[src/rtl/shared_reg_arbiter_pkg.sv]
// Shared definitions for the shared-register arbiter.
// Holds the default values of N_REQ, WIDTH and MAX_HOLD, the two-state FSM
// enumeration, and a helper that sizes index/counter fields so a
// single-entry range still gets a one-bit field.
package shared_reg_arbiter_pkg;

  localparam int DEF_N_REQ    = 4;
  localparam int DEF_WIDTH    = 8;
  localparam int DEF_MAX_HOLD = 8;

  typedef enum logic {
    ST_IDLE  = 1'b0,
    ST_GRANT = 1'b1
  } state_t;

  function automatic int idx_w(input int n);
    return (n > 1) ? $clog2(n) : 1;
  endfunction

endpackage

[src/rtl/shared_reg_arbiter_if.sv]
// Bus bundle between N_REQ requesters and the shared-register arbiter.
//   req     : per-requester write request, held until served
//   lock    : per-requester request to keep ownership beyond one write
//   wdata   : packed write data, requester i at [i*WIDTH +: WIDTH]
//   grant   : registered one-hot ownership, zero when idle
//   ack     : write captured at the closing edge of this grant cycle
//   q       : shared register contents
//   owner   : index of current owner, zero when idle
//   timeout : one-cycle pulse after a forced release at MAX_HOLD
// master = requester side, slave = arbiter side.
interface shared_reg_arbiter_if
  import shared_reg_arbiter_pkg::*;
#(
  parameter int N_REQ = DEF_N_REQ,
  parameter int WIDTH = DEF_WIDTH
) ();

  localparam int IDX_W = idx_w(N_REQ);

  logic [N_REQ-1:0]       req;
  logic [N_REQ-1:0]       lock;
  logic [N_REQ*WIDTH-1:0] wdata;
  logic [N_REQ-1:0]       grant;
  logic                   ack;
  logic [WIDTH-1:0]       q;
  logic [IDX_W-1:0]       owner;
  logic                   timeout;

  modport master (
    output req, lock, wdata,
    input  grant, ack, q, owner, timeout
  );

  modport slave (
    input  req, lock, wdata,
    output grant, ack, q, owner, timeout
  );

endinterface

[src/rtl/shared_reg_arbiter_rr_pick.sv]
// Combinational round-robin picker.
//   req    : request vector
//   ptr    : highest-priority requester index for this pick
//   winner : one-hot of the first requester at or after ptr (wrapping)
//   index  : binary index of winner
//   valid  : at least one request present
module rr_pick #(
  parameter int N_REQ = 4,
  parameter int IDX_W = 2
) (
  input  logic [N_REQ-1:0] req,
  input  logic [IDX_W-1:0] ptr,
  output logic [N_REQ-1:0] winner,
  output logic [IDX_W-1:0] index,
  output logic             valid
);

  localparam int SUM_W = IDX_W + 1;

  logic [SUM_W-1:0] sum;
  logic [IDX_W-1:0] cand;

  always_comb begin
    winner = '0;
    index  = '0;
    valid  = 1'b0;
    sum    = '0;
    cand   = '0;
    for (int i = 0; i < N_REQ; i++) begin
      // ptr + i reduced modulo N_REQ; one extra bit keeps the carry visible
      sum = {1'b0, ptr} + SUM_W'(i);
      if (sum >= SUM_W'(N_REQ)) begin
        sum = sum - SUM_W'(N_REQ);
      end
      cand = sum[IDX_W-1:0];
      if (!valid && req[cand]) begin
        valid        = 1'b1;
        index        = cand;
        winner[cand] = 1'b1;
      end
    end
  end

endmodule

[src/rtl/shared_reg_arbiter.sv]
// Shared D-register with round-robin ownership arbitration.
//   clock : rising-edge clock
//   reset : synchronous active-high reset
//   bus   : slave side of shared_reg_arbiter_if (req/lock/wdata in,
//           grant/ack/q/owner/timeout out)
// An owner writes q in every grant cycle where its req is high. With lock
// it may keep ownership for up to MAX_HOLD consecutive cycles; every
// release passes through one IDLE cycle before the next owner is chosen.
module shared_reg_arbiter
  import shared_reg_arbiter_pkg::*;
#(
  parameter int N_REQ    = DEF_N_REQ,
  parameter int WIDTH    = DEF_WIDTH,
  parameter int MAX_HOLD = DEF_MAX_HOLD
) (
  input logic                  clock,
  input logic                  reset,
  shared_reg_arbiter_if.slave  bus
);

  localparam int IDX_W  = idx_w(N_REQ);
  localparam int HOLD_W = idx_w(MAX_HOLD);

  state_t            state, state_nxt;
  logic [N_REQ-1:0]  grant_r, grant_nxt;
  logic [IDX_W-1:0]  owner_r, owner_nxt;
  logic [IDX_W-1:0]  ptr_r, ptr_nxt;
  logic [HOLD_W-1:0] hold_r, hold_nxt;
  logic [WIDTH-1:0]  q_r, q_nxt;
  logic              timeout_r, timeout_nxt;

  logic [N_REQ-1:0]  pick_oh;
  logic [IDX_W-1:0]  pick_idx;
  logic              pick_vld;
  logic              owner_req;
  logic              owner_lock;
  logic              hold_more;
  logic [IDX_W-1:0]  ptr_after;

  rr_pick #(
    .N_REQ (N_REQ),
    .IDX_W (IDX_W)
  ) u_rr_pick (
    .req    (bus.req),
    .ptr    (ptr_r),
    .winner (pick_oh),
    .index  (pick_idx),
    .valid  (pick_vld)
  );

  // owner_r is 0 while idle; these are only consumed in ST_GRANT
  assign owner_req  = bus.req[owner_r];
  assign owner_lock = bus.lock[owner_r];
  assign hold_more  = owner_lock && (hold_r < HOLD_W'(MAX_HOLD - 1));
  assign ptr_after  = (owner_r == IDX_W'(N_REQ - 1)) ? '0 : owner_r + IDX_W'(1);

  always_comb begin
    state_nxt   = state;
    grant_nxt   = grant_r;
    owner_nxt   = owner_r;
    ptr_nxt     = ptr_r;
    hold_nxt    = hold_r;
    q_nxt       = q_r;
    timeout_nxt = 1'b0;
    case (state)
      ST_IDLE: begin
        if (pick_vld) begin
          state_nxt = ST_GRANT;
          grant_nxt = pick_oh;
          owner_nxt = pick_idx;
          hold_nxt  = '0;
        end
      end
      ST_GRANT: begin
        if (owner_req) begin
          q_nxt = bus.wdata[int'(owner_r)*WIDTH +: WIDTH];
        end
        if (owner_req && hold_more) begin
          hold_nxt = hold_r + HOLD_W'(1);
        end else begin
          // abort, plain single write, or forced release at the hold limit
          state_nxt   = ST_IDLE;
          grant_nxt   = '0;
          owner_nxt   = '0;
          ptr_nxt     = ptr_after;
          hold_nxt    = '0;
          timeout_nxt = owner_req && owner_lock;
        end
      end
      default: begin
        state_nxt = ST_IDLE;
        grant_nxt = '0;
        owner_nxt = '0;
      end
    endcase
  end

  // ---- state / output register boundary ----
  always_ff @(posedge clock) begin
    if (reset) begin
      state     <= ST_IDLE;
      grant_r   <= '0;
      owner_r   <= '0;
      ptr_r     <= '0;
      hold_r    <= '0;
      q_r       <= '0;
      timeout_r <= 1'b0;
    end else begin
      state     <= state_nxt;
      grant_r   <= grant_nxt;
      owner_r   <= owner_nxt;
      ptr_r     <= ptr_nxt;
      hold_r    <= hold_nxt;
      q_r       <= q_nxt;
      timeout_r <= timeout_nxt;
    end
  end

  assign bus.grant   = grant_r;
  assign bus.owner   = owner_r;
  assign bus.q       = q_r;
  assign bus.timeout = timeout_r;
  assign bus.ack     = (state == ST_GRANT) && owner_req;

endmodule
[src/flat_wrapper.sv]
// flat-port wrapper written by rule: the top's interface ports become plain ports
module shared_reg_arbiter_flat import shared_reg_arbiter_pkg::*;
#(
  parameter int N_REQ    = DEF_N_REQ,
  parameter int WIDTH    = DEF_WIDTH,
  parameter int MAX_HOLD = DEF_MAX_HOLD
)
  (clock, reset, bus_req, bus_lock, bus_wdata, bus_grant, bus_ack, bus_q, bus_owner, bus_timeout);
  shared_reg_arbiter_if #(.N_REQ(N_REQ), .WIDTH(WIDTH)) bus_i ();
  input logic clock;
  input logic reset;
  input wire logic [$bits(bus_i.req)-1:0] bus_req;
  input wire logic [$bits(bus_i.lock)-1:0] bus_lock;
  input wire logic [$bits(bus_i.wdata)-1:0] bus_wdata;
  output wire logic [$bits(bus_i.grant)-1:0] bus_grant;
  output wire logic [$bits(bus_i.ack)-1:0] bus_ack;
  output wire logic [$bits(bus_i.q)-1:0] bus_q;
  output wire logic [$bits(bus_i.owner)-1:0] bus_owner;
  output wire logic [$bits(bus_i.timeout)-1:0] bus_timeout;
  assign bus_i.req = bus_req;
  assign bus_i.lock = bus_lock;
  assign bus_i.wdata = bus_wdata;
  assign bus_grant = bus_i.grant;
  assign bus_ack = bus_i.ack;
  assign bus_q = bus_i.q;
  assign bus_owner = bus_i.owner;
  assign bus_timeout = bus_i.timeout;
  shared_reg_arbiter #(.N_REQ(N_REQ), .WIDTH(WIDTH), .MAX_HOLD(MAX_HOLD)) u_core (.clock(clock), .reset(reset), .bus(bus_i));
endmodule
[config.mk]
export PLATFORM = sky130hd
export DESIGN_NAME = shared_reg_arbiter_flat
export DESIGN_NICKNAME = d
export VERILOG_FILES = /design/src/rtl/shared_reg_arbiter_pkg.sv /design/src/rtl/shared_reg_arbiter_if.sv /design/src/rtl/shared_reg_arbiter_rr_pick.sv /design/src/rtl/shared_reg_arbiter.sv /design/src/flat_wrapper.sv
export SDC_FILE = /design/constraint.sdc
export NUM_CORES = 1
export LEC_CHECK = 0
export ABC_AREA = 1
export BUFFER_PORTS_ARGS = -buffer_cell sky130_fd_sc_hd__buf_2
export CORE_MARGIN = 1
export CORE_UTILIZATION = 45
export DETAILED_ROUTE_END_ITERATION = 8
export PLACE_DENSITY_LB_ADDON = 0.2
export SLEW_MARGIN = 5
export SYNTH_ARGS = -nofsm -noshare
export SYNTH_HDL_FRONTEND = slang
export SYNTH_HIERARCHICAL = 1
export SYNTH_SLANG_ARGS = --single-unit
[constraint.sdc]
create_clock -name clock -period 2.1 [get_ports clock]
set_clock_uncertainty 0.1 [all_clocks]
set_input_delay 0.315 -clock clock [delete_from_list [all_inputs] [get_ports clock]]
set_output_delay 0.315 -clock clock [all_outputs]
set_load 0.02 [all_outputs]
; ---- After elaboration in Yosys (flattened, before gate mapping)
; Cells that the tools add are included.
[word_totals]
out_inout_bits = 16
input_bits = 42
register_bits = 21
[op_classes]
n_addsub = 9
eq_ne = 3
reduce_logical = 18
shifts = 1
n_bitwise = 5
magnitude_cmp = 14
mux = 49
[ops]
columns = op, count
row1 = $shiftx 32x6->8, 1
row2 = $mux 4, 6
row3 = $mux 2, 11
row4 = $mux 1, 16
row5 = $lt 2x3->1 const B, 5
row6 = $bmux 1 s2, 6
row7 = $or 4x4->4, 3
row8 = $logic_and 1x1->1, 11
row9 = $ge 3x3->1 const B, 3
row10 = $demux 1 s2, 4
row11 = $ge 2x1->1 const B, 4
row12 = $pmux 4 s2, 1
row13 = $sub 2x1->2 const B, 4
row14 = $add 2x2->3 const B, 2
row15 = $mux 3, 2
row16 = $pmux 3 s2, 1
row17 = $reduce_and 2->1, 3
row18 = $pmux 2 s2, 1
row19 = $add 2x1->3 const B, 1
row20 = $add 3x1->3 const B, 1
row21 = $ge 2x3->1 const B, 1
row22 = $logic_not 1->1, 3
row23 = $lt 3x3->1 const B, 1
row24 = $reduce_or 3->1, 1
row25 = 6 further kinds, 7

; ---- Depth between registers and ports, before layout
; Gate-level depths: netlist of run 1.
[logic_depth]
ltp_word = 16
ltp_mapped = 13
mapped_depth_nobuf = 12

; ---- By module
; The synthesis of run 1 kept the hierarchy.
[modules_own_cells]
columns = module, seq_area_each_um2, area_each_um2, cells_per_inst, n_inst
row1 = shared_reg_arbiter, 420.4, 1163.6, 167, 1
row2 = rr_pick, 0.0, 440.4, 74, 1

; ---- Worst setup path before layout of run 1
; OpenSTA, ideal clock, no wires.
[synth_timing]
path_type = register -> register
from = register u_core.ptr_r[0]
to = register u_core.hold_r[2]
path_stages_with_launch = 14
required_ns = 1.936
period_less_slack_ns = 2.200
setup_time_ns = 0.064
path_slack_ns = -0.100
arrival_time_ns = 2.036
cell_sequence = dfxtp_1 > inv_2 > ha_1 > inv_1 > nand2_1 > nand2_2 > nor2_4 > buf_6 > nand4_1 > nor2_1 > inv_1 > a31oi_1 > nand3_1 > nor2_1
[synth_between]
elab_chain_cells = 15
word_cells_on_any_way = 34
classes_between = 7 x add/sub / 4 x order compare / 1 x eq/ne / 16 x mux / 6 x reduce/logical
[synth_lines]
columns = element, line_no
row1 = "start, declared", shared_reg_arbiter.sv:27  ; logic [IDX_W-1:0] ptr_r, ptr_nxt;
row2 = "start signal, assigned", shared_reg_arbiter.sv:112  ; ptr_r <= ptr_nxt;
row3 = "parallel branches: the longest is 13 deep, another holds $add 2x1->3", n/a
row4 = $mux 1 *, shared_reg_arbiter_rr_pick.sv:36  ; if (!valid && req[cand]) begin
row5 = net u_core.pick_vld, shared_reg_arbiter.sv:34  ; logic pick_vld;
row6 = $ne 2x1->1 (no source line) *, n/a
row7 = "end signal, assigned", shared_reg_arbiter.sv:113  ; hold_r <= hold_nxt;
row8 = "end, declared", shared_reg_arbiter.sv:28  ; logic [HOLD_W-1:0] hold_r, hold_nxt;
; Mark *: on every way through the listed nets, which the timed path passes. The select of a mux whose other input is x is not followed.
; A chain may end at the register's enable or synchronous reset.

; ---- Worst setup path after layout of run 1
[layout_timing]
from = register u_core.ptr_r[1]
to = register u_core.hold_r[2]
; Same word-level chain as after synthesis.

==> results_dict.tcl, run 1 <==
set metrics [dict create \
    period_share_pct 93.1 \
    p_int_mw 1.33 \
    multi_input_area_um2 1050 \
    routed_wl_um 4140 \
    drtIter0Drc 59 \
    io_buffers 57 \
    finalHoldViolCount 0 \
    die_w_um 61.7 \
    clock_power_share_pct 7.0 \
    drive_gt1_share_pct 34.2 \
    setup_tns_ns 0 \
    cp-end-kind "flip-flop" \
    first_pass_iters 6 \
    start_kind "flip-flop" \
    drc 0 \
    required_ns 2.24 \
    setup_viol 0 \
    cts_buffers 3 \
    final_cell_area_um2 2020 \
    synth_seq_area_share_pct 26.2 \
    ant_nets 0 \
    grt_pass1_wl_um 6380 \
    powerDensity_nw_per_um2 1400 \
    synthFlopType "dfxtp_1" \
    synth_top_area_share_pct 26.2 \
    slew_violations 0 \
    p_leak_nw 1.00 \
    nNetsFinal 354 \
    yosysWarningCount 6 \
    hold_path.class "input pin to flip-flop" \
    seqCellArea_um2 427 \
    dp_hpwl_um 3180 \
    postPlaceCellArea_um2 1960 \
    cts_hold_buf 0 \
    grt_overflow_total 0 \
    slew_headroom_pct 75.5 \
    fillers 342 \
    max_freq_mhz 511 \
    p_sw_share_pct 52.8 \
    netlist_top_cells_count "49 x nand2_1, 24 x nor2_1, 23 x a21oi_1, 23 x nand3_1, 21 x dfxtp_1" \
    clk_latency_ns 0.31 \
    place.gp.congestion 0.859 \
    cts_sinks 21 \
    initial_core_util_pct 47.7 \
    syn_area_per_cell_um2 6.66 \
    tightest_slew_ns 0.367 \
    combPwrFrac_pct 70.6 \
    cts-root-buf "clkbuf_4" \
    grt_usage_pct 22.3 \
    n_antenna_cell 0 \
    synth_seq_cells 21 \
    antenna_found_initial 0 \
    final_cells 350 \
    synth_cell_type_count 30 \
    maxCapViolations 0 \
    grt_pass1_vias 1435 \
    die-area_um2 3810 \
    wire_per_inst_um 11.8 \
    switching_power_mw 1.49 \
    synthCells 241 \
    syn_nets 290 \
    vias 1780 \
    dpl.cell_count 344 \
    rows 21 \
    status "completed" \
    min_period_ns 1.96 \
    syn_area_um2 1600 \
    critPathMaxFanout 7 \
    critPathKind "flip-flop to flip-flop" \
    synth-edff-count 0 \
    synthTopCellsByArea "dfxtp_1 26%, nand2_1 11%, a21oi_1 7.2%" \
    num_io_pins 58 \
    die_height_um 61.7 \
    synth-async-reset-ratio_pct 0 \
    cts_buffer_depth 2 \
    yosys.area.top_type "dfxtp_1" \
    grt_max_degree 23 \
    cts_tree "built" \
    syn_to_final_growth_pct 25.9 \
    worst_hold_slack_ns 0.303 \
    htreeDepth 1 \
    path_clk_slew_ns 0.13 \
    seq_power_share_pct 22.4 \
    core-area_um2 3360 \
    crit_arrival_ns 2.09 \
    via_per_inst 5.09 \
    ir_worst_vdd_uv 764 \
    synthMostInstantiatedCell "nand2_1" \
]
logic make-up (layout without fill, tap and decap cells):
group	count (synthesis)	in the layout	synth area share, %
and+or+nand+nor	126	126	40.2
AOI/OAI and AO/OA	56	56	19.0
buffers and inverters	31	94	9.13
DFF	21	21	26.2
adders and majority gates	7	7	5.46
power by group through the flow:
stage	registers (mW)	logic, mW	clock network, mW
floorplan	0.754	1.34	0
global placement	0.634	1.90	0
detailed placement	0.637	1.92	0
CTS	0.628	1.92	0.201
global route	0.659	2.24	0.224
finish	0.634	2.00	0.196
final timing paths:
path,depth (start not counted),to,from,slack (ns)
min,2,u_core/bus.q[1],reset,0.30
min reg2reg,2,u_core/bus.q[7],u_core/bus.q[7],0.37
max,12,u_core/hold_r[2],u_core/ptr_r[1],0.14
max reg2reg,12,u_core/hold_r[2],u_core/ptr_r[1],0.14
metal layers:
metal / wire, um / share of wire [%] / vias to the layer above / GRT usage, %
met3: 247 / 6.0 / 2 / 4.14
met1: 1880 / 45 / 786 / 30.7
li1: - / - / 941 / -
met2: 1990 / 48 / 51 / 35.8
met4: 23 / 0.56 / 0 / 6.03
met5: 0 / 0 / - / 0
through the flow:
stage,setup slack (ns),total power [mW],utilization (%)
2_1_floorplan,0.0141,2.09,-
3_3_place_gp,0.149,2.54,58.2
3_5_place_dp,0.0548,2.55,58.2
4_1_cts,0.0105,2.75,59.0
5_1_grt,-0.00194,3.13,60.0
6_report,0.144,2.83,60.0
sequential cells by signal (all words and copies together), names as in the netlist:
register            flops
u_core/state            1
u_core/bus.owner        2
u_core/bus.grant        4
u_core/hold_r           3
u_core/bus.q            8
u_core/ptr_r            2
u_core/bus.timeout      1
layout by cell type (no fill, tap or decap), types with 3 or more instances in the layout:
master / count
ha_1: 6
buf_4: 10
nor2_1: 22
clkbuf_4: 3
o21ai_0: 16
nor2_2: 3
inv_1: 18
nand2_4: 3
o22ai_1: 8
buf_2: 57
a21oi_1: 23
nand3_1: 23
o21ai_1: 3
dfxtp_1: 18
a21boi_0: 4
inv_2: 3
nand2_2: 11
nand4_1: 8
nand2_1: 49
worst max-delay path, stage by stage (launching register included):
cell	delay, ns
dfxtp_4	0.41
inv_1	0.08
ha_4	0.29
inv_1	0.08
nand2_1	0.09
nand2_2	0.06
nor2_4	0.08
nand4_1	0.12
nor2_2	0.18
inv_1	0.08
a31oi_1	0.13
nand3_1	0.09
nor2_1	0.10
cell type report:
class | instances | area share [%]
Timing Repair Buffer | 67 | 17.8
Clock buffer | 4 | 1.30
Sequential cell | 21 | 21.1
Tap cell | 46 | 2.85
Inverter | 23 | 4.65
Multi-Input combinational cell | 189 | 52.2
repair_timing:
action | in CTS | in global routing
endpoints found under the setup margin | 0 | 10
gates resized for setup | 0 | 5
buffers inserted | 0 | 2
Power figures use the tool's default switching activity.
==> inputs of run 2 (changes only) <==
--- a/config.mk
+++ b/config.mk
@@ -7,9 +7,11 @@
 export LEC_CHECK = 0
 export ABC_AREA = 1
 export BUFFER_PORTS_ARGS = -buffer_cell sky130_fd_sc_hd__buf_2
+export CAP_MARGIN = 20
 export CORE_MARGIN = 1
 export CORE_UTILIZATION = 45
 export DETAILED_ROUTE_END_ITERATION = 8
+export MAX_ROUTING_LAYER = met4
 export PLACE_DENSITY_LB_ADDON = 0.2
 export SLEW_MARGIN = 5
 export SYNTH_ARGS = -nofsm -noshare
==> constraint.sdc (replaced) <==
create_clock -name clock -period 2.1 [get_ports clock]
set_clock_uncertainty 0.1 [all_clocks]
set_input_delay 0.42 -clock clock [delete_from_list [all_inputs] [get_ports clock]]
set_output_delay 0.42 -clock clock [all_outputs]
set_load 0.02 [all_outputs]
==> run 2 against run 1 <==
Register-to-register slack better by 0.03 ns; routed wire length rose by 4.4%; critical path type is now flip-flop to output pin; via count increased by 0.73%; critical path depth is 4 lower; core utilization is 0.63 points higher; hold slack improved by 0.071 ns; sequential power down 2%; setup slack improved by 0.014 ns.
==> results_dict.tcl, run 2 (synthesized netlist as in run 1, its figures left out) <==
set metrics [dict create \
    num_io_pins 58 \
    wire_per_inst_um 12.3 \
    final_cell_area_um2 2040 \
    dp_hpwl_um 3220 \
    hold_path.class "flip-flop to flip-flop" \
    setup_tns_ns 0 \
    crit_arrival_ns 1.42 \
    slew_headroom_pct 75.3 \
    drc 0 \
    required_ns 1.58 \
    critPathKind "flip-flop to output pin" \
    core-area_um2 3360 \
    crit_path_frequent_cell "nand2_1" \
    power_mw 2.88 \
    rows 21 \
    die-area_um2 3810 \
    syn_to_final_growth_pct 27.2 \
    status "completed" \
    final_cells 353 \
    setup_viol 0 \
    tightest_slew_ns 0.369 \
    crit_family "buffers and inverters" \
    rsz0062_at_grt "no" \
    nNetsFinal 357 \
    die_w_um 61.7 \
    cts-root-buf "clkbuf_4" \
    ant_nets 0 \
    cts_buffers 3 \
    antenna_found_initial 0 \
    io_buffers 57 \
    ir_worst_vdd_uv 592 \
    grt_usage_pct 23.1 \
    post-route-util_pct 60.7 \
    drive_gt1_share_pct 34.9 \
    slowest_stage "dfxtp_2" \
    detailedPlace.worstSlack_ns 0.0373 \
    grt_overflow_total 0 \
    period_share_pct 92.5 \
    postPlaceCellArea_um2 1970 \
    maxCapViolations 0 \
    fin_ws_ns 0.158 \
    grt_pass1_vias 1452 \
    via_per_inst 5.08 \
    grt_pass1_wl_um 6350 \
    dpl.cell_count 346 \
    n_antenna_cell 0 \
    clk_latency_ns 0.31 \
    die_height_um 61.7 \
    slew_violations 0 \
    vias 1793 \
    path_clk_slew_ns 0.12 \
    critPathMaxFanout 9 \
    max_freq_mhz 515 \
    layout_common_cells "57 x buf_2, 49 x nand2_1, 23 x nand3_1, 23 x nor2_1, 23 x a21oi_1" \
    worst_hold_slack_ns 0.374 \
    htreeDepth 1 \
    place.gp.congestion 0.851 \
    cts_tree "built" \
    first_pass_iters 5 \
    final_common_cell "buf_2" \
    cts_buffer_depth 2 \
    start_kind "flip-flop" \
    min_period_ns 1.94 \
    drtIter0Drc 116 \
    cp-end-kind "output pin" \
    finalHoldViolCount 0 \
    path_cells "inv_2, nand2_1, nand2_1, nand2_1, nand2_4, nand2_4, inv_4, buf_2" \
    critPathBufInv 3 \
    powerDensity_nw_per_um2 1410 \
    initial_core_util_pct 47.7 \
    cts_sinks 21 \
    largest_reg_flops 8 \
    p_leak_nw 1.02 \
    routed_wl_um 4330 \
    slowest_delay_ns 0.36 \
    grt_max_degree 23 \
]
## run 2: power breakdown
part           internal [mW]  switching [mW]
clock                 0.0711           0.132
sequential             0.527          0.0922
combinational          0.767            1.29
## run 2: what timing repair did
item | CTS | global route
buffers inserted | 0 | 3
setup endpoints to repair | 1 | 9
pin swaps | 0 | 1
hold buffers | 0 | 0
gates resized for setup | 1 | 3
## run 2: cell type report
class                      count  area (um2)
clock buffer                   3        22.5
sequential                    21         427
clock inverter                 1        5.00
tap                           46        57.6
fill                         328        1320
inverter                      23        93.8
multi-input combinational    189        1050
timing repair buffer          70         383
## run 2: path summary, 6_finish.rpt
kind / from / endpoint / slack (ns) / cells after the start
setup / recovery: u_core/bus.owner[0] / bus_ack / 0.16 / 8
hold / removal: u_core/bus.q[5] / u_core/bus.q[5] / 0.37 / 2
setup reg to reg: u_core/ptr_r[1] / u_core/hold_r[2] / 0.17 / 12
hold reg to reg: u_core/bus.q[5] / u_core/bus.q[5] / 0.37 / 2
## run 2: per-layer routing
| metal | part of all wire, % | global-route usage (%) | up-vias |
|---|---|---|---|
| met2 | 47 | 37.9 | 65 |
| met1 | 46 | 30.1 | 783 |
| li1 | - | - | 943 |
| met3 | 6.6 | 3.73 | 2 |
| met5 | 0 | - | - |
| met4 | 0.39 | 4.44 | 0 |
## run 2: worst min-delay path: stages (launching register included)
cell	delay (ns)
dfxtp_1	0.33
nand2_1	0.06
a21oi_1	0.06
